## config.mk

```make
export PLATFORM = sky130hd
export DESIGN_NAME = mem_arbiter
export DESIGN_NICKNAME = d
export VERILOG_FILES = /design/src/rtl/mem_arbiter.sv
export SDC_FILE = /design/constraint.sdc
export NUM_CORES = 1
export LEC_CHECK = 0
export ABC_CLOCK_PERIOD_IN_PS = 1500
export CAP_MARGIN = 20
export CORE_MARGIN = 1
export CORE_UTILIZATION = 30
export CTS_CLUSTER_DIAMETER = 80
export DETAILED_ROUTE_END_ITERATION = 10
export SLEW_MARGIN = 20
export SYNTH_ARGS = -nofsm -noshare
export SYNTH_HDL_FRONTEND = slang
export SYNTH_SLANG_ARGS = --single-unit
```

## constraint.sdc

```tcl
create_clock -name clk -period 1.5 [get_ports clk]
set_input_delay 0.225 -clock clk [delete_from_list [all_inputs] [get_ports clk]]
set_output_delay 0.225 -clock clk [all_outputs]
set_load 0.05 [all_outputs]
```

## src/rtl/mem_arbiter.sv

```systemverilog
// Arbitrates one single-port, variable-latency memory between the fetch port and the
// data port. Data has priority; fetch is protected from starvation; hung accesses time out.
module mem_arbiter #(
  parameter int ADDR_W       = 32,
  parameter int DATA_W       = 32,
  parameter int STARVE_LIMIT = 4,
  parameter int TIMEOUT      = 255
) (
  input  logic              clk,
  input  logic              reset,
  input  logic              if_req,
  input  logic [ADDR_W-1:0] if_addr,
  output logic [DATA_W-1:0] if_rdata,
  output logic              if_ready,
  input  logic              d_req,
  input  logic              d_we,
  input  logic [ADDR_W-1:0] d_addr,
  input  logic [DATA_W-1:0] d_wdata,
  output logic [DATA_W-1:0] d_rdata,
  output logic              d_ready,
  output logic              bus_err,
  output logic              mem_req,
  output logic              mem_we,
  output logic [ADDR_W-1:0] mem_addr,
  output logic [DATA_W-1:0] mem_wdata,
  input  logic [DATA_W-1:0] mem_rdata,
  input  logic              mem_ack,
  output logic              stall_if,
  output logic              stall_d
);

  localparam int WAIT_W   = $clog2(TIMEOUT + 1);
  localparam int STARVE_W = $clog2(STARVE_LIMIT + 1);
  localparam logic [STARVE_W-1:0] STARVE_MAX  = STARVE_W'(STARVE_LIMIT);
  localparam logic [WAIT_W-1:0]   TIMEOUT_LAST = WAIT_W'(TIMEOUT - 1);

  typedef enum logic [1:0] {IDLE, BUSY, DONE} state_t;

  state_t              state;
  logic [STARVE_W-1:0] starveCnt;
  logic [WAIT_W-1:0]   waitCnt;
  logic                grantData;
  logic                pickData;

  function automatic logic [STARVE_W-1:0] satInc(input logic [STARVE_W-1:0] v);
    return (v == STARVE_MAX) ? v : v + 1'b1;
  endfunction

  // Fetch wins a tie only once data has beaten a waiting fetch STARVE_LIMIT times in a row.
  assign pickData = d_req && !(if_req && (starveCnt == STARVE_MAX));

  assign stall_if = if_req & ~if_ready;
  assign stall_d  = d_req & ~d_ready;

  always_ff @(posedge clk or negedge reset) begin
    if (!reset) begin
      state     <= IDLE;
      grantData <= 1'b0;
      starveCnt <= '0;
      waitCnt   <= '0;
      mem_req   <= 1'b0;
      mem_we    <= 1'b0;
      mem_addr  <= '0;
      mem_wdata <= '0;
      if_rdata  <= '0;
      d_rdata   <= '0;
      if_ready  <= 1'b0;
      d_ready   <= 1'b0;
      bus_err   <= 1'b0;
    end else begin
      case (state)
        IDLE: begin
          if (d_req || if_req) begin
            state     <= BUSY;
            mem_req   <= 1'b1;
            grantData <= pickData;
            if (pickData) begin
              mem_we    <= d_we;
              mem_addr  <= d_addr;
              mem_wdata <= d_wdata;
              if (if_req) starveCnt <= satInc(starveCnt);
            end else begin
              mem_we    <= 1'b0;
              mem_addr  <= if_addr;
              mem_wdata <= '0;
              starveCnt <= '0;
            end
          end
        end
        BUSY: begin
          // An ack arriving in the timeout cycle still completes the access normally.
          if (mem_ack) begin
            state   <= DONE;
            mem_req <= 1'b0;
            bus_err <= 1'b0;
            if (grantData) begin
              d_rdata <= mem_rdata;
              d_ready <= 1'b1;
            end else begin
              if_rdata <= mem_rdata;
              if_ready <= 1'b1;
            end
          end else if (waitCnt == TIMEOUT_LAST) begin
            state   <= DONE;
            mem_req <= 1'b0;
            bus_err <= 1'b1;
            waitCnt <= waitCnt + 1'b1;
            if (grantData) begin
              d_rdata <= '0;
              d_ready <= 1'b1;
            end else begin
              if_rdata <= '0;
              if_ready <= 1'b1;
            end
          end else begin
            waitCnt <= waitCnt + 1'b1;
          end
        end
        DONE: begin
          state    <= IDLE;
          if_ready <= 1'b0;
          d_ready  <= 1'b0;
          bus_err  <= 1'b0;
          waitCnt  <= '0;
          mem_we   <= 1'b0;
        end
        default: begin
          state   <= IDLE;
          mem_req <= 1'b0;
        end
      endcase
    end
  end

endmodule

```

=== After elaboration in Yosys (flattened, before gate mapping) ===
Cells that the tools add are included.

* Bits in writable memories: 0
* Bits in read-only memories: 0
* Logic and storage cells: 84
* Register bits after elaboration: 147
* Memories kept: 0
* Latch bits: 0
* Input bits: 134

* Bitwise operators: 6
* Shift-type cells: 0
* Add/sub/neg operators: 2
* $lt $le $gt $ge: 0
* Eq/ne operators: 9
* Reduce and logical (&&, ||, !) cells: 17
* Divide/modulo/power cells: 0
* $mul: 0
* Mux-type cells: 37

{| class="wikitable"
|+ Operators by type and width
! kind !! number
|-
| 2-to-1 mux 32 bit || 10
|-
| one-hot mux 8 bit (2 select lines) || 1
|-
| 2-to-1 mux 1 bit || 13
|-
| AND reduction 2 bit || 5
|-
| 2-to-1 mux 3 bit || 3
|-
| AND reduction 3 bit || 3
|-
| adder 8 x 1 -> 8 bit, second input constant || 1
|-
| == test 8 bit, second input constant || 1
|-
| 2-to-1 mux 8 bit || 1
|-
| != test 2 bit, second input constant || 4
|-
| one-hot mux 1 bit (2 select lines) || 4
|-
| 2-to-1 mux 2 bit || 3
|-
| nonzero test 2 bit || 3
|-
| NOT 1 bit || 4
|-
| one-hot mux 2 bit (2 select lines) || 1
|-
| AND reduction 4 bit || 1
|-
| adder 3 x 1 -> 3 bit, second input constant || 1
|-
| == test 3 bit, second input constant || 1
|-
| != test 3 bit, second input constant || 1
|-
| one-hot mux 1 bit (3 select lines) || 1
|-
| bitwise AND 1 bit || 2
|-
| == test 2 x 1 -> 1 bit, second input constant || 1
|-
| == test 2 bit, second input constant || 1
|-
| logical AND 1 bit || 2
|-
| other kinds (3) || 3
|}

=== Depth between registers and ports, before layout ===
Gate-level depths: netlist of the first run.

* Depth in word-level cells: 7
* Depth in mapped cells: 8
* Depth with buffers taken out: 5

=== Worst setup path before layout of the first run ===
No wires, ideal clock.

* Path type: input port to output port
* Start point: input d_req
* End point: output stall_d
* Stages: 3
* Arrival time: 1.512 ns
* Path slack: -0.237 ns
* Cell sequence: clkbuf_1 -> clkbuf_1 -> nor2b_1

* Longest elaborated chain between the ends: 1

{| class="wikitable"
|+ RTL lines
! element !! RTL line !! source
|-
| start, declared || 15 || <nowiki>input logic d_req,</nowiki>
|-
| bitwise AND 1 bit || 53 || <nowiki>assign stall_d = d_req & ~d_ready;</nowiki>
|-
| end, declared || 29 || <nowiki>output logic stall_d</nowiki>
|}

Every way passes these cells.

=== Worst setup path after layout of the first run ===
* Start point: register state[1]
* End point: register if_rdata[22]

* Longest elaborated chain between the ends: 2

{| class="wikitable"
|+ RTL lines
! element !! RTL line !! source
|-
| start, declared || 39 || <nowiki>state_t state;</nowiki>
|-
| start signal, assigned || 57 || <nowiki>state <= IDLE;</nowiki>
|-
| start signal, assigned || 74 || <nowiki>state <= BUSY;</nowiki>
|-
| start signal, assigned || 93 || <nowiki>state <= DONE;</nowiki>
|-
| == test 2 x 1 -> 1 bit || 71 || <nowiki>case (state)</nowiki>
|-
| AND reduction 3 bit (no source line) || -- ||
|-
| end signal, assigned || 100 || <nowiki>if_rdata <= mem_rdata;</nowiki>
|-
| end, declared || 13 || <nowiki>output logic [DATA_W-1:0] if_rdata,</nowiki>
|}

Every way passes these cells.
A chain may end at the register's enable or synchronous reset.

==> summary.md, run 1 <==
| Metric | Value |
|---|---|
| Global-route wire length before repair | `34700 um` |
| Final cycle utilization of the critical path | `103%` |
| Routability congestion estimate | `roughly 0.8` |
| Proportion of synthesized flip-flops having asynchronous set or reset | `100%` |
| Critical-path cell with the highest stage delay | `sky130_fd_sc_hd__dfrtp_1` |
| Drt total wl | `23700 um` |
| Layout-stage area growth over the synthesis result | `74.8%` |
| Horizontal extent of the die | `153 um` |
| Final setup TNS | `-0.473 ns` |
| Violations in the final reports | `design-rule violations, negative setup slack` |
| Starting density of the core | `30.9%` |
| Post-Place Cells | `1218` |
| Number of top-level pins | `269` |
| Class of the most critical setup path | `reg2reg` |
| Largest fanout on the critical path | `7` |
| Number of antenna-violating nets in the routed design | `0` |
| Peak ir drop on the vdd network | `1.12 mV` |
| Number of antenna violations at the first check in global routing | `0` |
| Cell leakage power | `5.09 nW` |
| Vias in the first global route | `6328` |
| Post-synthesis area per instance | `10.1 um2` |
| Number of vias per cell | `5.21` |
| Footprint of the multi-input gates | `3450 um2` |
| Remaining Overflow, GRT | `0` |
| Placement row count | `54` |
| Area inside the core boundary | `22000 um2` |
| Path type of the worst min-delay path | `in2async` |
| Final critical-path setup slack | `-0.0385 ns` |
| CP endpoint kind | `flip-flop` |
| Worst slack after detailed placement | `-0.314 ns` |
| Timing-limited maximum frequency | `650 MHz` |
| Top FF cell, synth | `sky130_fd_sc_hd__dfrtp_1` |
| Number of instances in the synthesized netlist | `670` |
| Synth unique cells | `47` |
| Total power per unit cell area | `2410 nW/um2` |
| Top cell type's share of synthesized area | `between 50% and 60%` |
| Clock Path Buffers | `2` |
| Worst slew margin | `71.7%` |
| DIE AREA | `23300 um2` |
| Root buffer cell | `sky130_fd_sc_hd__clkbuf_16` |
| Synth area leader | `sky130_fd_sc_hd__dfrtp_1` |
| Number of vias in the routed layout | `6662` |
| Final period demand of the worst path | `1.54 ns` |
| Ratio of cells with drive above 1 in the final layout | `42.8%` |
| Required time of the critical path | `around 1.9 ns` |
| Chip Height | `153 um` |
| Unrepaired setup endpoints after global routing | `yes` |
| Number of buffers inserted during clock tree synthesis | `17` |
| Global Route Usage Sum | `about a fifth` |
| Clock Sink Count | `147` |
| Sequential standard cell area | `3680 um2` |
| Category of cells accounting for the largest share of critical-path delay | `buffers and inverters` |
| Number of filler instances in the final layout | `1964` |
| Dominant cells by area after synthesis | `sky130_fd_sc_hd__dfrtp_1 (54%), sky130_fd_sc_hd__a21oi_1 (12%), sky130_fd_sc_hd__a21oi_2 (4.8%)` |
| Worst-skew pair later-pin latency | `between 0.4 and 0.5 ns` |
| Hold Fails Final Rpt | `0` |
| Cell area after synthesis | `6800 um2` |
| Slew Limit Fails | `0` |
| Length in cells of the worst reg-to-reg path | `7` |
| Net Count, Synth | `811` |
| Post-layout utilization of the core | `a little over half` |
| Max Cap Viol | `0` |
| Maximum level of the CTS H-tree | `4` |
| Buffering stage count on the worst path with inverters included | `3` |
| N_diodes | `0` |
| Final number of setup-violating endpoints | `41` |
| Part of the Yosys area used for sequential elements | `between 50% and 60%` |
| Final cell count without fillers | `1279` |
| Crit path cell chain | `inv_2 -> ha_4 -> and3b_4 -> clkbuf_16 -> clkbuf_16 -> a21oi_1 -> a21oi_1` |
| Yosys reg bits | `147` |
| Half-perimeter wire length after detailed placement | `14800 um` |
| Number of I/O port buffers | `around 270` |
| TritonCTS clock tree | `yes` |
| Routed length per instance | `18.6 um` |
| Residual DRC count | `19` |
| Largest net degree at the start of global routing | `52` |
| Number of enable-type register cells in the synthesized netlist | `0` |
| Number of DRC markers in iteration 0 | `about 300` |
| First drt pass iteration count | `8` |
| Setup clock skew after layout | `0.0154 ns` |
| Clock edge transition at the registers on the reported setup and hold paths | `0.06 ns` |
| Net count, final | `1129` |
| Worst Tran Pin Value | `approximately 0.42 ns` |
| Worst endpoint data arrival time | `1.89 ns` |
| Cell depth of the worst setup path | `7` |
| Critical path launch point type | `flip-flop` |
| Result of the run | `finished, violations left` |
| Maximum cell stage delay along the critical path | `approximately 0.40 ns` |
| Yosys Warn Count | `0` |
==> synth_stat cells, types with 5 or more instances <==
| library cell | number |
|---|---|
| sky130_fd_sc_hd__o211ai_1 | 36 |
| sky130_fd_sc_hd__buf_6 | 6 |
| sky130_fd_sc_hd__nand2_1 | 74 |
| sky130_fd_sc_hd__nand2b_1 | 5 |
| sky130_fd_sc_hd__ha_1 | 7 |
| sky130_fd_sc_hd__nand4_1 | 39 |
| sky130_fd_sc_hd__a22o_1 | 32 |
| sky130_fd_sc_hd__inv_1 | 6 |
| sky130_fd_sc_hd__dfrtp_1 | 147 |
| sky130_fd_sc_hd__a21oi_2 | 37 |
| sky130_fd_sc_hd__nand3_1 | 8 |
| sky130_fd_sc_hd__clkbuf_1 | 26 |
| sky130_fd_sc_hd__buf_2 | 24 |
| sky130_fd_sc_hd__nor2b_1 | 5 |
| sky130_fd_sc_hd__a21oi_1 | 159 |
| sky130_fd_sc_hd__o21ai_0 | 11 |
==> final timing paths <==
check                                         startpoint                       end  slack (ns)
worst min register to register  mem_addr[16]$_DFFE_PN0P_  mem_addr[16]$_DFFE_PN0P_        0.50
min in group clk                              if_addr[5]   mem_addr[5]$_DFFE_PN0P_        0.36
worst min-delay path                               reset   d_rdata[19]$_DFFE_PN0P_        0.29
max in group asynchronous                          reset  mem_addr[19]$_DFFE_PN0P_        0.64
worst max register to register      state[1]$_DFFE_PN0P_  if_rdata[22]$_DFFE_PN0P_       -0.04
worst max-delay path                state[1]$_DFFE_PN0P_  if_rdata[22]$_DFFE_PN0P_       -0.04
==> through the flow <==
stage                     hold WS (ns)  power [mW]  instance area [um2]
after global routing             0.328        30.1                11900
after CTS                        0.291        27.2                11000
after detailed placement         0.182        22.9                10300
final                            0.289        28.7                11900
after global placement           0.186        22.8                10300
after floorplan                -0.0706        17.0                 7050
==> metal layers <==
metal  global-route usage [%]  up-vias  part of all wire [%]
li1                         -     3116                     -
met3                     6.14       24                   7.7
met4                     5.68        0                   1.5
met5                        0        -                     0
met1                     24.5     3280                    43
met2                     29.4      242                    48
==> state kept, by name, summed over array words and instances (netlist names), 2 cells and up <==
signal / count
d_rdata: 32
if_rdata: 32
mem_addr: 32
mem_wdata: 32
starveCnt: 3
state: 2
waitCnt: 8
==> cells by family (layout without fill, tap and decap cells) <==
group	after synthesis	after routing	synth area share, %
AOI/OAI and AO/OA	290	291	27.2
adders and majority gates	7	7	1.29
buffers and inverters	69	397	5.34
DFF	147	147	54.1
muxes	4	4	0.607
and+or+nand+nor	153	153	11.5
==> where the power goes <==
group / leakage, nW / total, mW / switching, mW / internal (mW)
logic: 3.00 / 17.8 / 10.9 / 6.89
registers: 1.84 / 6.98 / 1.28 / 5.70
clock network: 0.254 / 3.88 / 1.72 / 2.16
==> timing repair <==
item,in CTS,in global routing
endpoints found under the setup margin,143,138
pin swaps,9,91
endpoints found under the hold margin,34,0
resized for setup,21,104
gates cloned,1,21
buffers inserted,5,5
hold buffers,1,0
==> cell type report <==
type | instances | share of cell area, %
multi-input combinational | 455 | 29.0
clock buffer | 20 | 3.76
tap | 280 | 2.95
timing repair buffer | 361 | 32.5
inverter | 6 | 0.189
sequential | 147 | 31.0
clock inverter | 10 | 0.653
==> layout by cell type (no fill, tap or decap), types with 3 or more instances in the layout <==
master and instances:
sky130_fd_sc_hd__a21oi_1 73, sky130_fd_sc_hd__a21oi_2 110, sky130_fd_sc_hd__a21oi_4 13, sky130_fd_sc_hd__a22o_1 32, sky130_fd_sc_hd__and3_4 3, sky130_fd_sc_hd__buf_12 39, sky130_fd_sc_hd__buf_4 162, sky130_fd_sc_hd__buf_6 9
sky130_fd_sc_hd__clkbuf_16 32, sky130_fd_sc_hd__clkdlybuf4s50_1 132, sky130_fd_sc_hd__dfrtp_1 147, sky130_fd_sc_hd__ha_4 3, sky130_fd_sc_hd__inv_1 4, sky130_fd_sc_hd__inv_6 4, sky130_fd_sc_hd__mux2i_1 3, sky130_fd_sc_hd__nand2_1 60
sky130_fd_sc_hd__nand2_2 4, sky130_fd_sc_hd__nand2_4 10, sky130_fd_sc_hd__nand2b_1 4, sky130_fd_sc_hd__nand3_1 8, sky130_fd_sc_hd__nand3b_1 3, sky130_fd_sc_hd__nand4_1 39, sky130_fd_sc_hd__nor2b_1 3, sky130_fd_sc_hd__o211ai_1 36
sky130_fd_sc_hd__o21ai_0 10
No activity file was read; power rests on OpenSTA's default activity.
==> run 2: changes to the inputs <==
--- a/config.mk
+++ b/config.mk
@@ -5,12 +5,12 @@
 export SDC_FILE = /design/constraint.sdc
 export NUM_CORES = 1
 export LEC_CHECK = 0
-export ABC_CLOCK_PERIOD_IN_PS = 1500
 export CAP_MARGIN = 20
 export CORE_MARGIN = 1
 export CORE_UTILIZATION = 30
 export CTS_CLUSTER_DIAMETER = 80
 export DETAILED_ROUTE_END_ITERATION = 10
+export SKIP_CTS_REPAIR_TIMING = 1
 export SLEW_MARGIN = 20
 export SYNTH_ARGS = -nofsm -noshare
 export SYNTH_HDL_FRONTEND = slang
==> run 2 against run 1 <==
The run still ends with design-rule violations, negative setup slack left. Non-clock buffer count shrank 20. First-iteration DRC count grew 24%. Power shrank 3.8%. Via count shrank 2.9%. Global-route usage shrank 0.28 points. Flip-flop and latch count is the same. Critical path type unchanged. Largest cell class is now flip-flops and latches. Largest power group unchanged.
==> summary.md, run 2 (same netlist as run 1, synthesis figures left out) <==
| Metric | Value |
|---|---|
| Area inside the core boundary | `22000 um2` |
| Total power per unit cell area | `~2500 nW/um2` |
| Net switching power | `13.5 mW` |
| Number of antenna-violating nets in the routed design | `0` |
| Max Cap Viol | `0` |
| Category of cells accounting for the largest share of critical-path delay | `simple AND/OR/NAND/NOR gates` |
| Buffering stage count on the worst path with inverters included | `1` |
| First drt pass iteration count | `9` |
| Finished Cell Area | `approximately 11000 um2` |
| Ratio of cells with drive above 1 in the final layout | `37.4%` |
| Number of buffers inserted during clock tree synthesis | `17` |
| Post-layout utilization of the core | `50.9%` |
| WHS | `0.299 ns` |
| Internal power of the cells | `14.1 mW` |
| Final number of setup-violating endpoints | `23` |
| Crit path cell chain | `inv_2 -> ha_4 -> and2_4 -> or3_1 -> o311ai_1` |
| Startpoint of the worst register-to-register path | `state[1]$_DFFE_PN0P_` |
| Required time of the critical path | `~1.8 ns` |
| Maximum level of the CTS H-tree | `4` |
| Share of power burned in the clock network | `between 10% and 20%` |
| Sequential cell fraction of total power | `between 20% and 30%` |
| Timing-limited maximum frequency | `641 MHz` |
| Global Route met1 Usage | `24.3%` |
| Number of vias in the routed layout | `6472` |
| Number of antenna violations at the first check in global routing | `0` |
| Met3 track demand over resource | `6.17%` |
| Number of top-level pins | `269` |
| Placement row count | `54` |
| Drt total wl | `22200 um` |
| Worst Tran Pin Value | `0.420 ns` |
| Worst slew margin | `72.0%` |
| Hold Fails Final Rpt | `0` |
| Critical path launch point type | `flip-flop` |
| Met2 GRT Util | `about 29%` |
| Remaining Overflow, GRT | `0` |
| Post-Place Cells | `1218` |
| Most frequent cells in the layout | `sky130_fd_sc_hd__buf_4 (162), sky130_fd_sc_hd__dfrtp_1 (146), sky130_fd_sc_hd__clkdlybuf4s50_1 (132), sky130_fd_sc_hd__a21oi_1 (100), sky130_fd_sc_hd__a21oi_2 (91)` |
| Root buffer cell | `sky130_fd_sc_hd__clkbuf_16` |
| Starting density of the core | `30.9%` |
| Worst-skew pair later-pin latency | `0.42 ns` |
| Gr busiest metal | `met2` |
| Worst slack after detailed placement | `-0.314 ns` |
| Fraction of power consumed by combinational cells | `60.8%` |
| Chip Height | `roughly 150 um` |
| Global-route wire length before repair | `34200 um` |
| Number of I/O port buffers | `268` |
| Clock edge transition at the registers on the reported setup and hold paths | `approximately 0.060 ns` |
| DIE AREA | `23300 um2` |
| TritonCTS clock tree | `yes` |
| Path type of the worst min-delay path | `in2async` |
| Cell leakage power | `4.81 nW` |
| Critical-path cell with the highest stage delay | `sky130_fd_sc_hd__dfrtp_1` |
| Global Route Usage Sum | `a little under a fifth` |
| Final period demand of the worst path | `1.56 ns` |
| Vias in the first global route | `6235` |
| Clock Path Buffers | `2` |
| Capture instance of the worst register-to-register path | `waitCnt[3]$_DFFE_PN0P_` |
| Most common cell after layout, fill and taps aside | `sky130_fd_sc_hd__buf_4` |
| Final cycle utilization of the critical path | `104%` |
| CP endpoint kind | `flip-flop` |
| Horizontal extent of the die | `153 um` |
| Largest net degree at the start of global routing | `52` |
| Unrepaired setup endpoints after global routing | `yes` |
| Net count, final | `1108` |
| Class of the most critical setup path | `reg2reg` |
| Worst endpoint data arrival time | `1.87 ns` |
| Routability congestion estimate | `between 0.7 and 0.8` |
| Switching power as a share of total power | `48.8%` |
| Length in cells of the worst reg-to-reg path | `5` |
| Routed length per instance | `17.7 um` |
| Layout-stage area growth over the synthesis result | `64.9%` |
| N_diodes | `0` |
| Peak ir drop on the vdd network | `roughly 1.2 mV` |
| Slew Limit Fails | `0` |
| Number of vias per cell | `5.14` |
| Violations in the final reports | `design-rule violations, negative setup slack` |
| Largest fanout on the critical path | `7` |
| Final critical-path setup slack | `-0.0594 ns` |
| Setup clock skew after layout | `0.0105 ns` |
| Clock Sink Count | `between 100 and 150` |
| Final cell count without fillers | `1258` |
| Final setup TNS | `-0.324 ns` |
| Maximum cell stage delay along the critical path | `between 0.3 and 0.4 ns` |
| Residual DRC count | `19` |
| Post-route total power | `27.6 mW` |
| Area post-placement | `10300 um2` |
| Half-perimeter wire length after detailed placement | `between 10000 and 15000 um` |
| Reg2Reg Setup Slack | `-0.06 ns` |
| Result of the run | `finished, violations left` |
| Number of DRC markers in iteration 0 | `378` |
-- run 2: cell types whose count changed in the layout (fill, tap and decap cells not counted), moves of 3 or more --
| cell | previous run | this run |
|---|---|---|
| sky130_fd_sc_hd__a21oi_1 | 73 | 100 |
| sky130_fd_sc_hd__a21oi_2 | 110 | 91 |
| sky130_fd_sc_hd__a21oi_4 | 13 | 5 |
| sky130_fd_sc_hd__buf_12 | 39 | 36 |
| sky130_fd_sc_hd__buf_6 | 9 | 4 |
| sky130_fd_sc_hd__clkbuf_16 | 32 | 22 |
| sky130_fd_sc_hd__nand2_1 | 60 | 74 |
| sky130_fd_sc_hd__nand2_2 | 4 | 0 |
| sky130_fd_sc_hd__nand2_4 | 10 | 0 |
-- run 2: power groups by stage --
stage	Combinational [mW]	Sequential, mW	Clock, mW
floorplan	4.81	12.2	0
global placement	15.8	6.94	0
detailed placement	16.0	6.93	0
CTS	16.0	6.92	4.01
global route	17.7	7.16	4.16
finish	16.8	6.94	3.87
-- run 2: per-layer routing --
metal  wire length (um)  up-vias
li1                   -     3065
met1               9760     3149
met2              10400      238
met3               1720       20
met4                344        0
met5                  0        -
-- run 2: worst max-delay path by stage --
stage,start,to,slack [ns],cells after the start
2_1_floorplan,state[0]$_DFFE_PN0P_,if_rdata[0]$_DFFE_PN0P_,-0.05,7
3_3_place_gp,mem_ack,waitCnt[2]$_DFFE_PN0P_,-0.25,4
3_5_place_dp,mem_ack,waitCnt[3]$_DFFE_PN0P_,-0.31,4
4_1_cts,state[0]$_DFFE_PN0P_,mem_addr[7]$_DFFE_PN0P_,-0.19,6
5_1_grt,state[1]$_DFFE_PN0P_,d_rdata[2]$_DFFE_PN0P_,-0.12,6
6_report,state[1]$_DFFE_PN0P_,waitCnt[3]$_DFFE_PN0P_,-0.06,5
-- run 2: area by class of cell --
class	count	area (um2)
Timing Repair Buffer	341	3450
Multi-Input combinational cell	454	3180
Clock inverter	10	77.6
Inverter	6	22.5
Clock buffer	20	447
Fill cell	2039	10800
Sequential cell	147	3680
Tap cell	280	350
-- run 2: worst reg2reg max path: stages (launching register included) --
cell and delay (ns):
sky130_fd_sc_hd__dfrtp_1 0.39, sky130_fd_sc_hd__inv_2 0.08, sky130_fd_sc_hd__ha_4 0.19, sky130_fd_sc_hd__and2_4 0.19, sky130_fd_sc_hd__or3_1 0.31, sky130_fd_sc_hd__o311ai_1 0.29
==> run 3: changes to the inputs <==
--- a/config.mk
+++ b/config.mk
@@ -10,6 +10,7 @@
 export CORE_UTILIZATION = 30
 export CTS_CLUSTER_DIAMETER = 80
 export DETAILED_ROUTE_END_ITERATION = 10
+export GPL_ROUTABILITY_DRIVEN = 0
 export SKIP_CTS_REPAIR_TIMING = 1
 export SLEW_MARGIN = 20
 export SYNTH_ARGS = -nofsm -noshare
==> results of run 3 <==
The final DEF is identical to that of run 2; final timing and power are the same.
